### src/rtl/voltmeter_spi_pkg.sv
// Shared definitions for the voltmeter SPI link: FSM states, frame size and the
// bit layout of the status word returned by the slave.
package voltmeter_spi_pkg;

    typedef enum logic [2:0] {
        StIdle,
        StSetup,
        StXfer,
        StHold,
        StGap
    } spi_state_e;

    localparam int unsigned FRAME_BITS   = 32;
    localparam int unsigned HALF_PERIODS = 2 * FRAME_BITS;

    localparam int unsigned STAT_COUNT_LSB    = 0;
    localparam int unsigned STAT_COUNT_MSB    = 15;
    localparam int unsigned STAT_COMP         = 16;
    localparam int unsigned STAT_SAT_HI       = 17;
    localparam int unsigned STAT_SAT_LO       = 18;
    localparam int unsigned STAT_REF_OK       = 19;
    localparam int unsigned STAT_AFE_SEL_LSB  = 20;
    localparam int unsigned STAT_AFE_SEL_MSB  = 21;
    localparam int unsigned STAT_RANGE_LSB    = 22;
    localparam int unsigned STAT_RANGE_MSB    = 24;
    localparam int unsigned STAT_AFE_RESET    = 25;
    localparam int unsigned STAT_REF_SIGN     = 26;
    localparam int unsigned STAT_RANGE_ERROR  = 27;
    localparam int unsigned STAT_DONE         = 28;
    localparam int unsigned STAT_COUNTER_DONE = 29;
    localparam int unsigned STAT_COUNTER_EN   = 30;
    localparam int unsigned STAT_OVERRIDE     = 31;

    function automatic logic [15:0] stat_count(input logic [FRAME_BITS-1:0] word);
        return word[STAT_COUNT_MSB:STAT_COUNT_LSB];
    endfunction

    function automatic logic [1:0] stat_afe_sel(input logic [FRAME_BITS-1:0] word);
        return word[STAT_AFE_SEL_MSB:STAT_AFE_SEL_LSB];
    endfunction

    function automatic logic [2:0] stat_range_sel(input logic [FRAME_BITS-1:0] word);
        return word[STAT_RANGE_MSB:STAT_RANGE_LSB];
    endfunction

    function automatic logic stat_bit(input logic [FRAME_BITS-1:0] word,
                                      input int unsigned          pos);
        return word[pos];
    endfunction

endpackage

### src/rtl/spi_sclk_div.sv
// SCLK generator: half-period tick while enabled, SCLK toggling only while
// toggle_en_i is high, and single-cycle strobes on the cycle SCLK rises/falls.
module spi_sclk_div #(
    parameter int unsigned CLK_DIV = 4
) (
    input  logic clk_i,
    input  logic rst_i,
    input  logic en_i,
    input  logic toggle_en_i,
    output logic tick_o,
    output logic rise_o,
    output logic fall_o,
    output logic sclk_o
);

    localparam int unsigned          CntW   = $clog2(CLK_DIV);
    localparam logic [CntW-1:0]      CntMax = CntW'(CLK_DIV - 1);

    logic [CntW-1:0] cnt_q, cnt_d;
    logic            sclk_q, sclk_d;
    logic            tick;

    always_comb begin
        tick   = en_i && (cnt_q == CntMax);
        cnt_d  = cnt_q;
        sclk_d = sclk_q;
        if (!en_i) begin
            cnt_d  = '0;
            sclk_d = 1'b0;
        end else if (tick) begin
            cnt_d = '0;
            if (toggle_en_i) begin
                sclk_d = ~sclk_q;
            end
        end else begin
            cnt_d = cnt_q + 1'b1;
        end
    end

    always_ff @(posedge clk_i) begin
        if (rst_i) begin
            cnt_q  <= '0;
            sclk_q <= 1'b0;
        end else begin
            cnt_q  <= cnt_d;
            sclk_q <= sclk_d;
        end
    end

    assign tick_o = tick;
    assign rise_o = tick && toggle_en_i && !sclk_q;
    assign fall_o = tick && toggle_en_i && sclk_q;
    assign sclk_o = sclk_q;

endmodule

### src/rtl/spi_master.sv
// SPI mode-0 master for 32-bit frames, started by start_i or by a synchronised
// slave interrupt edge when auto_en_i is set.
module spi_master
    import voltmeter_spi_pkg::*;
#(
    parameter int unsigned CLK_DIV = 4,
    parameter int unsigned CS_GAP  = 2
) (
    input  logic                  clk_i,
    input  logic                  rst_i,
    input  logic                  start_i,
    input  logic [FRAME_BITS-1:0] tx_data_i,
    input  logic                  auto_en_i,
    input  logic                  irq_i,
    output logic                  busy_o,
    output logic                  rx_dv_o,
    output logic [FRAME_BITS-1:0] rx_data_o,
    output logic                  spi_sclk_o,
    output logic                  spi_cs_o,
    output logic                  spi_mosi_o,
    input  logic                  spi_miso_i
);

    localparam int unsigned        HpW     = $clog2(HALF_PERIODS);
    localparam logic [HpW-1:0]     HpLast  = HpW'(HALF_PERIODS - 1);
    localparam int unsigned        GapW    = (CS_GAP > 1) ? $clog2(CS_GAP) : 1;
    localparam logic [GapW-1:0]    GapLast = GapW'(CS_GAP - 1);

    if (CLK_DIV < 2) begin : g_bad_div
        $error("spi_master: CLK_DIV must be at least 2");
    end
    if (CS_GAP < 1) begin : g_bad_gap
        $error("spi_master: CS_GAP must be at least 1");
    end

    spi_state_e            state_q, state_d;
    logic [FRAME_BITS-2:0] tx_sr_q, tx_sr_d;
    logic [FRAME_BITS-1:0] rx_sr_q, rx_sr_d;
    logic [HpW-1:0]        hp_cnt_q, hp_cnt_d;
    logic [GapW-1:0]       gap_cnt_q, gap_cnt_d;
    logic                  irq_sync1_q, irq_sync2_q, irq_prev_q;
    logic                  irq_pend_q, irq_pend_d;
    logic                  busy_q, busy_d;
    logic                  cs_q, cs_d;
    logic                  mosi_q, mosi_d;
    logic                  rx_dv_q, rx_dv_d;
    logic [FRAME_BITS-1:0] rx_data_q, rx_data_d;

    logic                  div_en, div_toggle, tick, sclk_rise, sclk_fall;
    logic                  accept, irq_take, irq_edge;
    logic [FRAME_BITS-1:0] tx_word;

    spi_sclk_div #(
        .CLK_DIV(CLK_DIV)
    ) u_sclk_div (
        .clk_i      (clk_i),
        .rst_i      (rst_i),
        .en_i       (div_en),
        .toggle_en_i(div_toggle),
        .tick_o     (tick),
        .rise_o     (sclk_rise),
        .fall_o     (sclk_fall),
        .sclk_o     (spi_sclk_o)
    );

    assign div_en     = (state_q == StSetup) || (state_q == StXfer) || (state_q == StHold);
    assign div_toggle = (state_q == StXfer);

    // start_i has priority; an irq request stays pending until it can be served.
    assign accept   = (state_q == StIdle) && (start_i || irq_pend_q);
    assign irq_take = (state_q == StIdle) && !start_i && irq_pend_q;
    assign irq_edge = irq_sync2_q && !irq_prev_q;
    assign tx_word  = start_i ? tx_data_i : '0;

    always_comb begin
        state_d   = state_q;
        tx_sr_d   = tx_sr_q;
        rx_sr_d   = rx_sr_q;
        hp_cnt_d  = hp_cnt_q;
        gap_cnt_d = gap_cnt_q;
        mosi_d    = mosi_q;
        rx_dv_d   = 1'b0;
        rx_data_d = rx_data_q;

        unique case (state_q)
            StIdle: begin
                if (accept) begin
                    state_d  = StSetup;
                    tx_sr_d  = tx_word[FRAME_BITS-2:0];
                    mosi_d   = tx_word[FRAME_BITS-1];
                    hp_cnt_d = '0;
                end
            end
            StSetup: begin
                if (tick) begin
                    state_d = StXfer;
                end
            end
            StXfer: begin
                if (sclk_rise) begin
                    rx_sr_d = {rx_sr_q[FRAME_BITS-2:0], spi_miso_i};
                end
                // The final falling edge ends the frame, so MOSI keeps bit 0.
                if (sclk_fall && (hp_cnt_q != HpLast)) begin
                    mosi_d  = tx_sr_q[FRAME_BITS-2];
                    tx_sr_d = {tx_sr_q[FRAME_BITS-3:0], 1'b0};
                end
                if (tick) begin
                    hp_cnt_d = hp_cnt_q + 1'b1;
                    if (hp_cnt_q == HpLast) begin
                        state_d = StHold;
                    end
                end
            end
            StHold: begin
                if (tick) begin
                    state_d   = StGap;
                    mosi_d    = 1'b0;
                    rx_dv_d   = 1'b1;
                    rx_data_d = rx_sr_q;
                    gap_cnt_d = '0;
                end
            end
            StGap: begin
                if (gap_cnt_q == GapLast) begin
                    state_d = StIdle;
                end else begin
                    gap_cnt_d = gap_cnt_q + 1'b1;
                end
            end
            default: begin
                state_d = StIdle;
            end
        endcase
    end

    always_comb begin
        irq_pend_d = irq_pend_q;
        if (irq_take) begin
            irq_pend_d = 1'b0;
        end
        if (irq_edge) begin
            irq_pend_d = 1'b1;
        end
        if (!auto_en_i) begin
            irq_pend_d = 1'b0;
        end
    end

    always_comb begin
        busy_d = (state_d != StIdle);
        cs_d   = !((state_d == StSetup) || (state_d == StXfer) || (state_d == StHold));
    end

    always_ff @(posedge clk_i) begin
        if (rst_i) begin
            state_q     <= StIdle;
            tx_sr_q     <= '0;
            rx_sr_q     <= '0;
            hp_cnt_q    <= '0;
            gap_cnt_q   <= '0;
            irq_sync1_q <= 1'b0;
            irq_sync2_q <= 1'b0;
            irq_prev_q  <= 1'b0;
            irq_pend_q  <= 1'b0;
            busy_q      <= 1'b0;
            cs_q        <= 1'b1;
            mosi_q      <= 1'b0;
            rx_dv_q     <= 1'b0;
            rx_data_q   <= '0;
        end else begin
            state_q     <= state_d;
            tx_sr_q     <= tx_sr_d;
            rx_sr_q     <= rx_sr_d;
            hp_cnt_q    <= hp_cnt_d;
            gap_cnt_q   <= gap_cnt_d;
            irq_sync1_q <= irq_i;
            irq_sync2_q <= irq_sync1_q;
            irq_prev_q  <= irq_sync2_q;
            irq_pend_q  <= irq_pend_d;
            busy_q      <= busy_d;
            cs_q        <= cs_d;
            mosi_q      <= mosi_d;
            rx_dv_q     <= rx_dv_d;
            rx_data_q   <= rx_data_d;
        end
    end

    assign busy_o     = busy_q;
    assign rx_dv_o    = rx_dv_q;
    assign rx_data_o  = rx_data_q;
    assign spi_cs_o   = cs_q;
    assign spi_mosi_o = mosi_q;

endmodule

### config.mk
export PLATFORM = sky130hd
export DESIGN_NAME = spi_master
export DESIGN_NICKNAME = d
export VERILOG_FILES = /design/src/rtl/voltmeter_spi_pkg.sv /design/src/rtl/spi_sclk_div.sv /design/src/rtl/spi_master.sv
export SDC_FILE = /design/constraint.sdc
export NUM_CORES = 1
export LEC_CHECK = 0
export CAP_MARGIN = 25
export CORE_MARGIN = 2
export CORE_UTILIZATION = 50
export CTS_CLUSTER_DIAMETER = 30
export DETAILED_ROUTE_END_ITERATION = 7
export GPL_TIMING_DRIVEN = 0
export PLACE_DENSITY = 0.75
export SYNTH_ARGS = -nofsm -noshare
export SYNTH_HDL_FRONTEND = slang
export SYNTH_HIERARCHICAL = 1
export SYNTH_SLANG_ARGS = --single-unit
### constraint.sdc
create_clock -name clk_i -period 3.6 [get_ports clk_i]
set_input_delay 0.36 -clock clk_i [delete_from_list [all_inputs] [get_ports clk_i]]
set_output_delay 0.36 -clock clk_i [all_outputs]
set_load 0.03 [all_outputs]
# --- Word level (Yosys, flattened, before mapping) ---
# Cells that the tools add are included.
classes:
  n_addsub: 3
  eq_ne: 14
  n_mux: 23
  bitwise: 4
  reduce_logical: 35
op_table:
  columns: ["op", "count"]
  rows:
  - ["$mux W31", 2]
  - ["$pmux W31 S2", 1]
  - ["$mux W32", 1]
  - ["$mux W3", 6]
  - ["$pmux W3 S5", 1]
  - ["$eq A3 B2 Y1 const B", 4]
  - ["$mux W6", 2]
  - ["$pmux W6 S2", 1]
  - ["$logic_and A1 B1 Y1", 9]
  - ["$reduce_and A2 Y1", 4]
  - ["$mux W1", 7]
  - ["$add A6 B1 Y6 const B", 1]
  - ["$eq A3 B1 Y1 const B", 2]
  - ["$eq A6 B6 Y1 const B", 1]
  - ["$ne A2 B2 Y1 const B", 3]
  - ["$ne A6 B6 Y1 const B", 1]
  - ["$reduce_and A3 Y1", 2]
  - ["$reduce_bool A2 Y1", 3]
  - ["$reduce_bool A3 Y1", 2]
  - ["$reduce_or A2 Y1", 3]
  - ["$logic_or A1 B1 Y1", 5]
  - ["$logic_not A1 Y1", 4]
  - ["$not A1 Y1", 4]
  - ["$reduce_and A4 Y1", 1]
  - ["9 further kinds", 9]
word_totals:
  register_bits: 116
  in_bits: 38
  out_inout_bits: 37
  wordCells: 95

# --- Logic depth before layout (Yosys ltp) ---
logic_depth:
  depth_word: 10
  ltp_mapped: 11
  mapped_depth_nobuf: 7

# --- By module ---
# Netlist, hierarchy kept.
by_module_without_submodules:
  columns: ["module", "instances", "cells_each", "area_each_um2", "seq_area_each_um2"]
  rows:
  - ["spi_master", 1, 556, 5026.1, 2262.2]
  - ["spi_sclk_div", 1, 15, 145.1, 60.1]

# --- Worst setup path after synthesis ---
# No wires, ideal clock.
synth_timing:
  path_type: "register to register"
  from: "register state_q[2]"
  to: "register tx_sr_q[17]"
  setup_time_ns: 0.140
  arrival_time_ns: 2.016
  required_ns: 3.460
  slack_ns: 1.444
  path_stages_with_launch: 11
  path_buffers: 3
  period_less_slack_ns: 2.156
  path_cell_list: "dfxtp_1 buf_6 or3b_4 clkinv_4 buf_4 nand3_1 nor2_1 o211ai_4 buf_6 a221oi_2 a211oi_1"
synth_via:
  elab_chain_cells: 9
  elab_cells_between_ends: 16
  cone_classes: "5 x eq/ne; 1 x mux; 10 x reduce/logical"
synth_rtl:
  columns: ["element", "line", "rtl"]
  rows:
  - ["start: declaration", "spi_master.sv:36", "spi_state_e state_q, state_d;"]
  - ["start signal: assignment", "spi_master.sv:157", "state_q <= StIdle;"]
  - ["start signal: assignment", "spi_master.sv:172", "state_q <= state_d;"]
  - ["$eq A3 B2 Y1 (*)", "spi_master.sv:67", "assign div_toggle = (state_q == StXfer);"]
  - ["net div_toggle", "spi_master.sv:49", "logic div_en, div_toggle, tick, sclk_rise, sclk_fall;"]
  - ["$logic_or A1 B1 Y1 (2 in a row)", "spi_master.sv:66", "assign div_en = (state_q == StSetup) || (state_q == StXfer) || (state_q == StHold);"]
  - ["$logic_and A1 B1 Y1", "spi_sclk_div.sv:24", "tick = en_i && (cnt_q == CntMax);"]
  - ["$logic_and A1 B1 Y1 (*) (2 in a row)", "spi_sclk_div.sv:52", "assign fall_o = tick && toggle_en_i && sclk_q;"]
  - ["net sclk_fall", "spi_master.sv:49", null]
  - ["$logic_and A1 B1 Y1 (*)", "spi_master.sv:104", "if (sclk_fall && (hp_cnt_q != HpLast)) begin"]
  - ["$ne A2 B2 Y1 (no source line) (*)", null, null]
  - ["$reduce_and A3 Y1 (no source line) (*)", null, null]
  - ["end signal: assignment", "spi_master.sv:173", "tx_sr_q <= tx_sr_d;"]
  - ["end: declaration", "spi_master.sv:37", "logic [FRAME_BITS-2:0] tx_sr_q, tx_sr_d;"]
# The timed path passes the listed nets; every way through them passes the cells marked *.
# A chain may end at the register's enable or synchronous reset.

# --- Worst setup path after layout ---
layout_timing:
  from: "register state_q[2]"
  to: "register tx_sr_q[21]"
# Same word-level chain as after synthesis.

==> run summary <==
status = finished, final reports clean
cts bufs inserted = 17
sequential cell area fraction in the yosys report = 44.9%
fillers = 832
max incr delay on CP = 440 ps
post-route clock skew = 6.62 ps
library cells used by synthesis = 49
worst vdd ir = 0.320 mV
minimum clock period = 2550 ps
Hold WC Path Type = in2reg
top area cells in the synthesized netlist = dfxtp_1 45%, a221oi_2 8.4%, nand2_1 7.7%, a21oi_2 5.3%, a211oi_1 4.4%
Hold Path Depth = 2
HPWL after detailed placement = 7930 um
H-tree depth = 4
worst path cell trace = buf_6 > or3b_4 > clkinv_4 > buf_4 > nand3_1 > nor2_1 > o21a_1 > a21oi_1 > buf_2 > a211oi_1
Power, Total = 3.25 mW
Routed Antenna Nets = 0
footprint of the multi-input gates = 2420 um^2
share of cells above drive strength 1 = 22.0%
Final Cell Area = 6670 um^2
f_max = 392 MHz
Post-Syn Nets = 611
WL final = 11800 um
post-CTS sizing = 0
area occupied by registers = 2320 um^2
power density cells = 487 nW/um^2
Worst R2R Setup Slack = 1050 ps
Hold EP = irq_sync1_q$_SDFF_PP0_
Inst Count DP = 781
DRC violations left = 0
Reg2Reg Launch Point = state_q[2]$_SDFF_PP0_
Max clock buf depth = 2
Yosys top cell by area = dfxtp_1
CTS tree = yes
Die Span Y = 106 um
final hold vios = 0
gr usage total = 22.4%
First DRT Iteration DRCs = 213
R2R depth = 10
r2r endpoint = tx_sr_q[21]$_SDFFE_PP0P_
Mapped Cells = 571
slowest library cell on the worst path = or3b_4
Worst Setup Path Type = reg2reg
Core ar. = 10200 um^2
Setup TNS = 0 ps
Skew-Pair Late Insertion Delay = 510 ps
initial antenna violation count = 0
post-synthesis cell area = 5170 um^2
WP data arrival = 2960 ps
area share of the largest cell type after synthesis = 44.9%
ys async rst share = 0%
Synth Register Bits = 116
WP buf/inv = 4
Avg Inst Size Synth = 9.06 um^2
nature of the critical path endpoint = flop
Area growth syn-to-layout = 29.0%
clock-pin slew on the worst setup and hold paths = 60 ps
final setup violation count = 0
yosys warns = 6
die width = 106 um
vias = 4283
Max Slew Vio Count = 0
first-pass GRT wire length = 20400 um
ys flop type = dfxtp_1
drt first pass iters = 4
Max FO, Critical Path = 12
Root Buffer Master = clkbuf_8
cts hold-fix bufs = 0
Routed wire per std cell = 14.6 um
Hold Startpoint = irq_i
fin nets = 704
part of the cycle the worst path needs = 70.9%
std cell rows = 37
pin count of the biggest net entering global routing = 17
grt ovf = 0
number of setup buffers added after CTS = 0
die area = 11200 um^2
# clock sinks = 116
dpl cell area = 6080 um^2
kind of cell adding the most delay to the critical path = simple AND/OR/NAND/NOR gates
IO buf count = 74
EDFF count, synth = 0
non-filler cells, final = 812
CP required = 4010 ps
Worst Max-Slew Pin Slew = 731 ps
Slew headroom = 51.3%
I/O pin count = 75
RSZ-0062 raised after global routing = false
Leak Pwr = 2.33 nW
n_diodes = 0
# Max-Cap Violations = 0
Initial Utilization = 50.8%
vias in the first global route = 4304
Vias/cell = 5.27
CP startpoint kind = flop
gp weighted congestion = 0.849
## kinds of logic (layout without fill, tap and decap cells)
kind of cell    after synthesis  after routing  synth area share [%]
compound gates              145            145                  24.2
flops                       116            116                  44.9
buf+inv                      83            188                  8.23
xor+xnor                      4              4                 0.678
mux                           2              2                 0.411
fa+ha+maj                     2              2                 0.484
simple gates                219            219                  21.1
## stage by stage
| step | hold slack, ps | setup slack, ps | utilization, % |
|---|---|---|---|
| floorplan | 408 | 1440 | - |
| finish | 419 | 1050 | 65.5 |
| CTS | 410 | 1070 | 65.5 |
| global placement | 416 | 1180 | 59.7 |
| detailed placement | 432 | 1140 | 59.7 |
| global route | 414 | 912 | 65.5 |
## layer usage
metal	up-vias	track usage, %	part of all wire, %
li1	2151	-	-
met1	2005	29.9	47
met2	115	35.7	47
met3	12	6.06	4.6
met4	0	6.67	0.96
met5	-	0	0
## Yosys cell counts (2+ instances only)
master    count
nand2_2      30
buf_6         5
buf_2         9
a221oi_2     29
nand2b_1      3
nor3_1        9
nand2_1     106
nand3b_1      3
a21oi_1      43
buf_4         3
nor2_1       13
buf_12        3
or3_1         2
a21oi_2      31
nor4_1        2
inv_1        35
and2_1        2
dfxtp_1     116
o22ai_1       2
nand3_1       6
nor2b_1       4
buf_1         2
or2_2         2
xnor2_1       3
a211oi_1     30
and3_1       30
ha_1          2
clkbuf_1     25
## state kept, by name, summed over array words and instances (netlist names)
signal / flops
u_sclk_div/cnt_q: 2
spi_mosi_o: 1
irq_pend_q: 1
u_sclk_div/sclk_o: 1
rx_dv_o: 1
state_q: 3
busy_o: 1
rx_sr_q: 32
irq_prev_q: 1
irq_sync1_q: 1
tx_sr_q: 31
spi_cs_o: 1
rx_data_o: 32
gap_cnt_q: 1
irq_sync2_q: 1
hp_cnt_q: 6
## cell type report
type	instances	area share (%)
clock buffer	22	6.94
clock inverter	9	1.91
sequential	116	34.8
inverter	36	2.10
multi-input combinational	372	36.3
buffer	47	4.28
tap	136	2.55
timing repair buffer	74	11.1
## worst max-delay path by stage
stage | from | to | slack (ps) | depth (start not counted)
after CTS | state_q[2]$_SDFF_PP0_ | tx_sr_q[21]$_SDFFE_PP0P_ | 1070 | 10
after detailed placement | state_q[2]$_SDFF_PP0_ | tx_sr_q[23]$_SDFFE_PP0P_ | 1140 | 10
after global placement | state_q[2]$_SDFF_PP0_ | tx_sr_q[13]$_SDFFE_PP0P_ | 1180 | 10
after floorplan | state_q[2]$_SDFF_PP0_ | tx_sr_q[17]$_SDFFE_PP0P_ | 1440 | 10
final | state_q[2]$_SDFF_PP0_ | tx_sr_q[21]$_SDFFE_PP0P_ | 1050 | 10
after global routing | state_q[1]$_SDFF_PP0_ | rx_data_o[26]$_SDFFE_PP0P_ | 910 | 9
## where the power goes
part / internal [mW] / switching (mW)
clock network: 1.10 / 0.573
logic: 0.110 / 0.119
registers: 1.32 / 0.0256
## placed cells by master, fill, tap and decap left out, types with 4 or more instances in the layout
cell,instances
dfxtp_1,116
nand2_1,106
clkdlybuf4s50_1,74
a21oi_1,43
inv_1,35
a21oi_2,31
and3_1,30
a211oi_1,30
nand2_2,30
a221oi_2,29
clkbuf_1,27
clkbuf_16,16
nor2_1,13
buf_2,9
nor3_1,9
nand3_1,6
buf_6,5
nor2b_1,4
clkbuf_8,4
(Power assumes the default switching activity.)
